[config.mk]
export PLATFORM = sky130hd
export DESIGN_NAME = adder_12_pipe
export DESIGN_NICKNAME = d
export VERILOG_FILES = /design/src/rtl/adder_pkg.sv /design/src/rtl/fa_cell.sv /design/src/rtl/adder_12_pipe.sv
export SDC_FILE = /design/constraint.sdc
export NUM_CORES = 1
export LEC_CHECK = 0
export CORE_AREA = 5 5 42 44
export CTS_CLUSTER_SIZE = 28
export DETAILED_ROUTE_END_ITERATION = 10
export DIE_AREA = 0 0 47 49
export GPL_TIMING_DRIVEN = 1
export SLEW_MARGIN = 0
export SYNTH_ARGS = -nofsm -noshare
export SYNTH_HDL_FRONTEND = slang
export SYNTH_SLANG_ARGS = --single-unit
[constraint.sdc]
create_clock -name clk -period 0.8 [get_ports clk]
set_input_delay 0.16 -clock clk [delete_from_list [all_inputs] [get_ports clk]]
set_output_delay 0.16 -clock clk [all_outputs]
set_load 0.05 [all_outputs]
[src/rtl/adder_pkg.sv]
// Shared constants and types for the
// adder_12_pipe partition leaf.
package adder_pkg;

  localparam int OPW = 3;
  localparam int SUMW = OPW + 1;

  typedef logic [SUMW-1:0] sum_t;

endpackage

[src/rtl/fa_cell.sv]
// One-bit full adder used as a link
// in the ripple chain of adder_12_pipe.
module fa_cell (
  input  logic a,
  input  logic b,
  input  logic ci,
  output logic s,
  output logic co
);

  assign s  = a ^ b ^ ci;
  assign co = (a & b) | (a & ci) | (b & ci);

endmodule

[src/rtl/adder_12_pipe.sv]
// 3b + 3b + cin ripple adder leaf with
// optional output register and valid flop.
module adder_12_pipe
  import adder_pkg::*;
#(
  parameter int OPW = adder_pkg::OPW,
  parameter bit OUT_REG = 1'b1
) (
  input  logic clk,
  input  logic rst,
  input  logic in_valid,
  input  logic pi6,
  input  logic pi5,
  input  logic pi4,
  input  logic pi3,
  input  logic pi2,
  input  logic pi1,
  input  logic pi0,
  output logic po3,
  output logic po2,
  output logic po1,
  output logic po0,
  output logic out_valid
);

  logic [OPW-1:0] op_a;
  logic [OPW-1:0] op_b;
  logic [OPW-1:0] s;
  logic [OPW:0]   c;
  sum_t           sum_c;
  sum_t           sum_o;
  logic           valid_q;

  assign op_a = {pi6, pi5, pi4};
  assign op_b = {pi3, pi2, pi1};
  assign c[0] = pi0;

  for (genvar i = 0; i < OPW; i++) begin : g_fa
    fa_cell u_fa (
      .a  (op_a[i]),
      .b  (op_b[i]),
      .ci (c[i]),
      .s  (s[i]),
      .co (c[i+1])
    );
  end

  assign sum_c = {c[OPW], s};

  if (OUT_REG) begin : g_reg
    sum_t sum_q;

    // load result only on qualified inputs
    always_ff @(posedge clk or posedge rst) begin
      if (rst) begin
        sum_q <= '0;
      end else if (in_valid) begin
        sum_q <= sum_c;
      end
    end

    assign sum_o = sum_q;
  end else begin : g_comb
    assign sum_o = sum_c;
  end

  // valid strobe trails in_valid by one edge
  always_ff @(posedge clk or posedge rst) begin
    if (rst) begin
      valid_q <= 1'b0;
    end else begin
      valid_q <= in_valid;
    end
  end

  assign {po3, po2, po1, po0} = sum_o;
  assign out_valid = valid_q;

endmodule

## After elaboration in Yosys (flattened, before gate mapping)

Index checks and enable logic that the tools add are counted.
Widths: inputs -> output; s select.

| operators by class | value |
|---|---|
| bitwise logic cells | 21 |

Operators by type and width:

| cell | number |
|---|---|
| $and 1x1->1 | 9 |
| $or 1x1->1 | 6 |
| $xor 1x1->1 | 6 |

| word-level totals | value |
|---|---|
| bits in registers | 5 |
| output and inout port bits | 5 |
| word-level logic and storage cells | 23 |

## Longest topological paths before layout

| depth | value |
|---|---|
| word-level depth | 9 |
| mapped depth | 7 |
| mapped depth without buffers | 7 |

## Modules after synthesis

Synthesis repeated with hierarchy kept, for this count alone.

| second synthesis, totals | value |
|---|---|
| cell total of the unflattened synthesis | 13 |
| area total of the unflattened synthesis | 234.0 sq um |

Modules (own cells, without submodules):

| module | cells an instance | times used | area each (sq um) |
|---|---|---|---|
| adder_12_pipe | 10 | 1 | 173.9 |
| fa_cell | 1 | 3 | 20.0 |

## Worst setup path after synthesis

No wires, ideal clock.

| path | value |
|---|---|
| path type | in2reg |
| from | input port pi4 |
| to | register g_reg.sum_q[2] |
| stages | 7 |
| buffers on the path | 0 |
| data arrival time | 1.368 ns |
| setup slack | -0.690 ns |
| path through | inv_1 -> fa_1 -> inv_1 -> fa_1 -> inv_1 -> fa_1 -> a21oi_1 |

| on the way | value |
|---|---|
| cells in the longest elaborated chain, start to end | 7 |
| elaborated cells between the ends (all ways) | 9 |
| classes of those cells | 9 x bitwise |

Ends and longest elaborated chain:

| item | RTL line | RTL |
|---|---|---|
| start, declared | adder_12_pipe.sv:14 | `input logic pi4,` |
| $and 1x1->1 | fa_cell.sv:12 | `assign co = (a & b) \| (a & ci) \| (b & ci);` |
| $or 1x1->1 (*) (2 in a row) | fa_cell.sv:12 |  |
| $and 1x1->1 | fa_cell.sv:12 |  |
| $or 1x1->1 | fa_cell.sv:12 |  |
| $or 1x1->1 (*) | fa_cell.sv:12 |  |
| $xor 1x1->1 (*) | fa_cell.sv:11 | `assign s = a ^ b ^ ci;` |
| end signal, assigned | adder_12_pipe.sv:58 | `sum_q <= sum_c;` |
| end, declared | adder_12_pipe.sv:51 | `sum_t sum_q;` |

Mark *: on every way between the ends. The rest lies on a longest branch, timed or not.
A chain may end at the register's enable or synchronous reset.

## Worst setup path after layout

| path | value |
|---|---|
| from | input port pi1 |
| to | register g_reg.sum_q[2] |

| on the way | value |
|---|---|
| cells in the longest elaborated chain, start to end | 7 |
| elaborated cells between the ends (all ways) | 9 |
| classes of those cells | 9 x bitwise |

Ends and longest elaborated chain:

| item | RTL line | RTL |
|---|---|---|
| start, declared | adder_12_pipe.sv:17 | `input logic pi1,` |
| $and 1x1->1 | fa_cell.sv:12 |  |
| $or 1x1->1 | fa_cell.sv:12 |  |
| $or 1x1->1 (*) | fa_cell.sv:12 |  |
| $and 1x1->1 | fa_cell.sv:12 |  |
| $or 1x1->1 | fa_cell.sv:12 |  |
| $or 1x1->1 (*) | fa_cell.sv:12 |  |
| $xor 1x1->1 (*) | fa_cell.sv:11 |  |

Marked as above.

==> results.json <==
{
  "cts-root-buf": "clkbuf_4",
  "status": "finished, violations left",
  "clkTransAtPathRegs_ps": 40,
  "antenna_cells": 0,
  "critPathTopFamily": "adder cells",
  "wl_um": 531,
  "relSlewSlack_pct": 87.90,
  "synth_top_cell_by_area": "dfrtp_1",
  "syn_nets": 36,
  "floorplan.die.height_um": 49,
  "setup_ws_ps": -512.0,
  "drv_cap": 0,
  "ios": 15,
  "die_w_um": 47,
  "ys_ff_latch": 5,
  "crit_required_ps": 930,
  "grt_pass1_vias": 229,
  "start_util_pct": 18.30,
  "fin_nets": 61,
  "netlist_instances": 23,
  "via_per_inst": 3.683,
  "die_area_mm2": 0.002303,
  "cts_hold_buf": 0,
  "overflow": 0,
  "slowest_delay_ps": 480,
  "drt_iter0_drc": 1,
  "final_hold_viol_count": 0,
  "io_buffers": 14,
  "synth_top_cell_area_share_pct": 48.78,
  "synth-seq-area-share_pct": 48.78,
  "ys_warn_count": 0,
  "period_share_pct": 164.0,
  "critPathBufInv": 4,
  "finalCoreUtilization_pct": 40.89,
  "power_per_cell_area_mw_per_mm2": 1986,
  "avgSynthCellArea_um2": 11.15,
  "hp-class": "input port to async pin",
  "clock-sinks": 5,
  "worst_slew_pin_slew_ps": 181.3,
  "globalplace.congestion": 0.6316,
  "detail-route-antenna-nets": 0,
  "gr-usage-all-layers_pct": 5.477,
  "cts_buffers": 3,
  "clk_latency_ps": 240,
  "instances_no_fill": 63,
  "setup_viol": 9,
  "grt_pass1_wl_um": 834,
  "cts_tree": "yes",
  "grt_max_degree": 8,
  "vias": 232,
  "clockBufferDepth": 2,
  "drive_gt1_share_pct": 59.57,
  "cp_slowest_cell": "fa_1",
  "rows": 14,
  "end_kind": "flip-flop",
  "worst_ep_arrival_time_ps": 1440,
  "clock_skew_ps": 0,
  "drc_errors": 0,
  "report.final.slew_viol_count": 0,
  "period_needed_ps": 1312,
  "p_leak_nw": 0.2742,
  "critPathKind": "input port to flip-flop",
  "path_max_fanout": 1,
  "worst_ir_drop_vdd_uv": 628.4,
  "ys_types": 6,
  "h-tree-depth": 1,
  "antenna_found_initial": 0,
  "failed_checks": "negative setup slack",
  "crit_path_start_kind": "input port",
  "syn-cell-area_um2": 256.5,
  "holdWs_ps": 127.9,
  "wire_per_inst_um": 8.429,
  "syn_to_final_growth_pct": 123.4,
  "crit_chain": "buf_6 -> inv_4 -> fa_2 -> inv_2 -> fa_2 -> inv_2 -> fa_1 -> a21oi_2",
  "pre_cts_ws_ps": -1312,
  "core_mm2": 0.001401,
  "dp.cells": 54,
  "synth_area_leaders": "dfrtp_1 (49%), fa_1 (23%), inv_1 (12%)",
  "first_pass_iters": 4,
  "rsz0062_at_grt": "true",
  "final_cell_mix": "dfrtp_1 (5), buf_6 (5), buf_12 (5)",
  "fmax_mhz": 762.2
}
registers in the layout (all words and copies together) (netlist names):
| register | flops |
|---|---|
| g_reg.sum_q | 4 |
| out_valid | 1 |
synth_stat cells (all sizes together):
library cell,n
fa,3
inv,8
dfrtp,5
nor2,3
a21oi,3
mux2,1
timing repair:
action                                  in CTS  in global routing
hold endpoints to repair                     0                  0
cloned                                       0                  0
gates resized for setup                     18                  7
pin swaps                                    4                  2
endpoints found under the setup margin       9                  9
setup buffers                                4                  1
metal layers:
metal  wire, um  share of wire [%]  vias to the layer above  global-route usage, %
met5          0                  0                        -                      0
met4         21                4.0                        0                  8.295
met3         66                 12                        3                      0
met2        262                 49                       16                  6.787
met1        180                 34                      100                  6.576
li1           -                  -                      113                      -
area by class of cell:
| cell class | count | area, um2 |
|---|---|---|
| Inverter | 8 | 40.04 |
| Sequential cell | 5 | 125.1 |
| Tap cell | 16 | 20.02 |
| Clock buffer | 4 | 26.28 |
| Timing Repair Buffer | 20 | 240.2 |
| Fill cell | 145 | 828.3 |
| Multi-Input combinational cell | 10 | 121.4 |
per-stage QoR:
| step | setup TNS [ps] | cell area [um2] | power [mW] |
|---|---|---|---|
| after detailed placement | -4595 | 486.7 | 0.7691 |
| after global routing | -2498 | 573.1 | 1.190 |
| after global placement | -4510 | 486.7 | 0.7619 |
| after floorplan | -1928 | 269.0 | 0.5191 |
| after CTS | -2210 | 540.5 | 1.110 |
| final | -2232 | 573.1 | 1.138 |
cells by family (layout without fill, tap and decap cells):
family,after synthesis,count (layout),synth area share (%)
buf+inv,8,32,11.71
compound gates,3,3,5.852
simple gates,3,3,4.390
fa+ha+maj,3,3,23.42
flops,5,5,48.78
mux,1,1,5.852
worst paths after layout:
check                      cells after the start            from  slack [ps]        endpoint
max                                            8             pi1        -510  g_reg.sum_q[2]
max reg2reg                                    2  g_reg.sum_q[1]        -110  g_reg.sum_q[1]
min reg2reg                                    2  g_reg.sum_q[1]         660  g_reg.sum_q[1]
min                                            2             rst         130  g_reg.sum_q[1]
min in group clk                               4             pi0         340  g_reg.sum_q[0]
max in group asynchronous                      2             rst         510  g_reg.sum_q[3]
where the power goes:
group / internal, mW / switching, mW
Sequential: 0.291 / 0.0382
Clock: 0.188 / 0.100
Combinational: 0.289 / 0.231
Total: 0.769 / 0.369
No activity file was read; power rests on OpenSTA's default activity.
==> RTL edit 1 (same settings) <==
Register the input `pi4` before use, with the module's reset. The logic sees it one clock later. The other inputs are not delayed to match.
--- a/src/rtl/adder_12_pipe.sv
+++ b/src/rtl/adder_12_pipe.sv
@@ -25,2 +25,12 @@
 
+  logic pi4_q;
+
+  always_ff @(posedge clk or posedge rst) begin
+    if (rst) begin
+      pi4_q <= '0;
+    end else begin
+      pi4_q <= pi4;
+    end
+  end
+
   logic [OPW-1:0] op_a;
@@ -33,3 +43,3 @@
 
-  assign op_a = {pi6, pi5, pi4};
+  assign op_a = {pi6, pi5, pi4_q};
   assign op_b = {pi3, pi2, pi1};
Formal check against the unedited RTL: not equivalent (Yosys sat finds a counterexample within 4 cycles, from zero or initial values and one cycle with rst high).
==> RTL edit 1 against the original RTL <==
  * The flow still finishes with violations (setup timing)
  * Wire length increased by 8.9%
  * Clock power down 2%
  * Sequential cell count up 1
  * Largest cell class unchanged
  * Area after synthesis grew 12%
  * Power grew 0.54%
  * Worst setup slack worse by 0.33 ns
  * Highest routed layer is now met3
  * Cell area decreased by 5.0%
==> RTL edit 1: results (changes against the original RTL) <==
metric;value;unit;change
worstMarginPinSlew;0.2280;ns;was 0.1813 ns
synthMuxAreaShare;0.08734;;was 0.05854
post_route_cells_drive_above_1_share;0.4651;;was 0.5957
first_pass_iters;4;;unchanged
ys_seq_area_frac;0.5240;;was 0.4878
yosysUniqueCellTypes;7;;was 6
antenna_found_initial;0;;unchanged
postLayoutSetupSlackWorst;-0.8411;ns;was -0.5120 ns
tns;-3.390;ns;was -2.232 ns
grt_max_degree;7;;was 8
nets;58;;was 61
place_area;504.2;sq um;was 486.7 sq um
synth_cells;24;;was 23
violations;setup timing;;unchanged
largest_register;g_reg.sum_q;;unchanged
drt_iter0_drc;1;;unchanged
crit_slowest_cell;fa_1;;unchanged
port_buffers;14;;unchanged
synth-xor-area-share;0;;unchanged
crit_family;adder cells;;unchanged
yosys-top-cells-area;dfrtp_1 (52%), fa_1 (21%), inv_1 (12%);;was dfrtp_1 (49%), fa_1 (23%), inv_1 (12%)
largest_reg_flops;4;;unchanged
postCtsSetupRepairBufs;1;;was 4
pre_cts_ws;-1.232;ns;was -1.312 ns
viasPerCell;3.797;;was 3.683
syn-num-nets;37;;was 36
finClkSkew;0.0008644;ns;was 0 ns
totalWireLength;578;um;was 531 um
peakVddDrop;1.025;mV;was 0.6284 mV
wl_per_cell;9.797;um;was 8.429 um
cts.repair.resized;9;;was 18
min_path_type;input pin to async pin;;unchanged
grt_pass1_wl;924;um;was 834 um
grt_use_met2;0.08597;;was 0.06787
grt.total_usage;0.06339;;was 0.05477
synth-compound-area-share;0.03493;;was 0.05854
worst_path_largest_cell_delay;0.51;ns;was 0.48 ns
met3_usage;0.06642;;was 0
dp.cells;55;;was 54
synth_fa_ha_area_frac;0.2096;;was 0.2341
use_met1;0.06150;;was 0.06576
status;finished, violations left;;unchanged
fillers;141;;was 145
powerDensity;2102;mW/mm^2;was 1986 mW/mm^2
grt_pass1_vias;230;;was 229
place.gp.congestion;0.6796;;was 0.6316
p_leak;0.2621;nW;was 0.2742 nW
setup_viol;9;;unchanged
arrival;1.77;ns;was 1.44 ns
ys_top_cells_by_count;inv_1 (9), dfrtp_1 (6), fa_1 (3);;was inv_1 (8), dfrtp_1 (5), a21oi_1 (3), fa_1 (3), nor2_1 (3)
==> RTL edit 1: cell types whose count changed after synthesis, sizes merged <==
cell and delta:
nor2 -1, inv +1, dfrtp +1, a21oi -1, mux2i +1
==> RTL edit 1: path summary, 6_finish.rpt <==
kind / start / end / slack [ns] / cells past startpoint
setup / recovery: pi4_q$_DFF_PP0_ / g_reg.sum_q[2]$_DFFE_PP0P_ / -0.84 / 7
hold / removal: rst / g_reg.sum_q[2]$_DFFE_PP0P_ / 0.14 / 2
setup reg to reg: pi4_q$_DFF_PP0_ / g_reg.sum_q[2]$_DFFE_PP0P_ / -0.84 / 7
hold reg to reg: g_reg.sum_q[0]$_DFFE_PP0P_ / g_reg.sum_q[0]$_DFFE_PP0P_ / 0.56 / 2
max in group asynchronous: rst / pi4_q$_DFF_PP0_ / 0.48 / 2
min in group clk: pi4 / pi4_q$_DFF_PP0_ / 0.35 / 1
==> RTL edit 1: report_power, final <==
| part | leakage (nW) | total (mW) | internal [mW] | switching, mW |
|---|---|---|---|---|
| clock network | 0.0138 | 0.282 | 0.170 | 0.112 |
| registers | 0.0689 | 0.388 | 0.346 | 0.0413 |
| logic | 0.179 | 0.474 | 0.251 | 0.224 |
| total | 0.262 | 1.14 | 0.767 | 0.377 |
==> RTL edit 1: per-layer routing <==
| metal | wire, um | share of wire | vias to the layer above |
|---|---|---|---|
| li1 | - | - | 107 |
| met1 | 232 | 0.40 | 103 |
| met2 | 265 | 0.46 | 14 |
| met3 | 79 | 0.14 | 0 |
| met4 | 0 | 0 | 0 |
| met5 | 0 | 0 | - |
==> RTL edit 1: final cells by class <==
class | count | share of cell area
multi-input cells | 9 | 0.2115
flip-flops and latches | 6 | 0.2759
clock buffers | 3 | 0.04138
repair buffers | 16 | 0.3724
well taps | 16 | 0.03678
inverters | 9 | 0.06207
==> RTL edit 2 (same flow settings) <==
Without the edit above. The parameter `OUT_REG` goes from 1'b1 to 1'b0.
--- a/src/rtl/adder_12_pipe.sv
+++ b/src/rtl/adder_12_pipe.sv
@@ -6,3 +6,3 @@
   parameter int OPW = adder_pkg::OPW,
-  parameter bit OUT_REG = 1'b1
+  parameter bit OUT_REG = 1'b0
 ) (
Function: changed (Yosys sat finds a counterexample within 4 cycles, from zero or initial values and one cycle with rst high).
==> RTL edit 2 against the original RTL <==
  * The flow still finishes with violations (setup timing)
  * Sequential cell count fell by 4
  * Area after synthesis is 51% lower
  * Synthesized cell count is 35% lower
  * Worst setup slack lost 0.45 ns
  * Cell area shrank 40%
  * Wire length is 40% lower
  * Combinational power shrank 27%
  * Power is 62% lower
  * Critical endpoint is now po2
==> RTL edit 2: results (changes against the original RTL) <==
metric;value;unit;change
first_pass_iters;1;;was 4
peakVddDrop;0.3118;mV;was 0.6284 mV
arrival;1.60;ns;was 1.44 ns
largest_reg_flops;1;;was 4
path_clk_slew;0;ns;was 0.04 ns
totalWireLength;318;um;was 531 um
yosysUniqueCellTypes;3;;was 6
worstMarginPinSlew;0.1081;ns;was 0.1813 ns
nets;44;;was 61
drt_iter0_drc;0;;was 1
violations;setup timing;;unchanged
post_route_cells_drive_above_1_share;0.6552;;was 0.5957
tns;-2.788;ns;was -2.232 ns
postCtsSetupRepairBufs;0;;was 4
place.gp.congestion;0.5450;;was 0.6316
worst_path_largest_cell_delay;0.52;ns;was 0.48 ns
crit_slowest_cell;fa_2;;was fa_1
postLayoutSetupSlackWorst;-0.9627;ns;was -0.5120 ns
grt_max_degree;2;;was 8
grt.total_usage;0.02674;;was 0.05477
status;finished, violations left;;unchanged
dp.cells;45;;was 54
p_leak;0.1646;nW;was 0.2742 nW
setup_viol;4;;was 9
grt_pass1_vias;134;;was 229
syn-num-nets;28;;was 36
internal-power;0.2339;mW;was 0.7687 mW
viasPerCell;2.978;;was 3.683
ys_seq_area_frac;0.1980;;was 0.4878
synth_cells;15;;was 23
grt_pass1_wl;476;um;was 834 um
## RTL edit 2: kinds of logic (layout without fill, tap and decap cells)
| group | after synthesis | after routing | synth area share |
|---|---|---|---|
| buffers and inverters | 11 | 25 | 0.3267 |
| adder cells (fa/ha/maj) | 3 | 3 | 0.4753 |
| flip-flops | 1 | 1 | 0.1980 |
## RTL edit 2: worst max path at each step
stage          startpoint   to  depth (start not counted)  slack [ns]
6_report              pi1  po2                          9       -0.96
4_1_cts               pi1  po2                          9       -1.01
3_3_place_gp          pi4  po2                          9       -1.49
5_1_grt               pi1  po2                          9       -1.04
3_5_place_dp          pi4  po2                          9       -1.50
2_1_floorplan         pi0  po2                          7       -0.89
## RTL edit 2: final cells by class
cell class / count / share of cell area
multi-input cells: 3 / 0.1978
repair buffers: 14 / 0.5165
flip-flops and latches: 1 / 0.07326
inverters: 11 / 0.1538
well taps: 16 / 0.05861
## RTL edit 2: power groups by stage
| stage | Combinational [mW] | Clock [mW] | Sequential, mW |
|---|---|---|---|
| after floorplan | 0.181 | 0 | 0.0641 |
| after global routing | 0.403 | 0 | 0.0566 |
| final | 0.379 | 0 | 0.0562 |
| after global placement | 0.368 | 0 | 0.0561 |
| after detailed placement | 0.373 | 0 | 0.0562 |
| after CTS | 0.386 | 0 | 0.0562 |
## RTL edit 2: stage by stage
step | worst slack (ns) | utilization | cell area [sq um]
detailed placement | -1.503 | 0.2446 | 342.8
finish | -0.9627 | 0.2438 | 341.6
global route | -1.039 | 0.2438 | 341.6
CTS | -1.009 | 0.2438 | 341.6
floorplan | -0.8915 | - | 145.1
global placement | -1.488 | 0.2446 | 342.8
## RTL edit 2: metal layers
metal,vias up,global-route usage,wire [um]
met3,0,0.01845,101
met2,15,0.04977,126
met5,-,0,0
met1,57,0.02412,91
li1,62,-,-
met4,0,0,0
## RTL edit 2: timing repair
item | in CTS | in global routing
gates cloned | 0 | 0
resized for setup | 19 | 0
pin swaps | 3 | 2
hold endpoints to repair | 0 | 0
setup endpoints to repair | 4 | 4
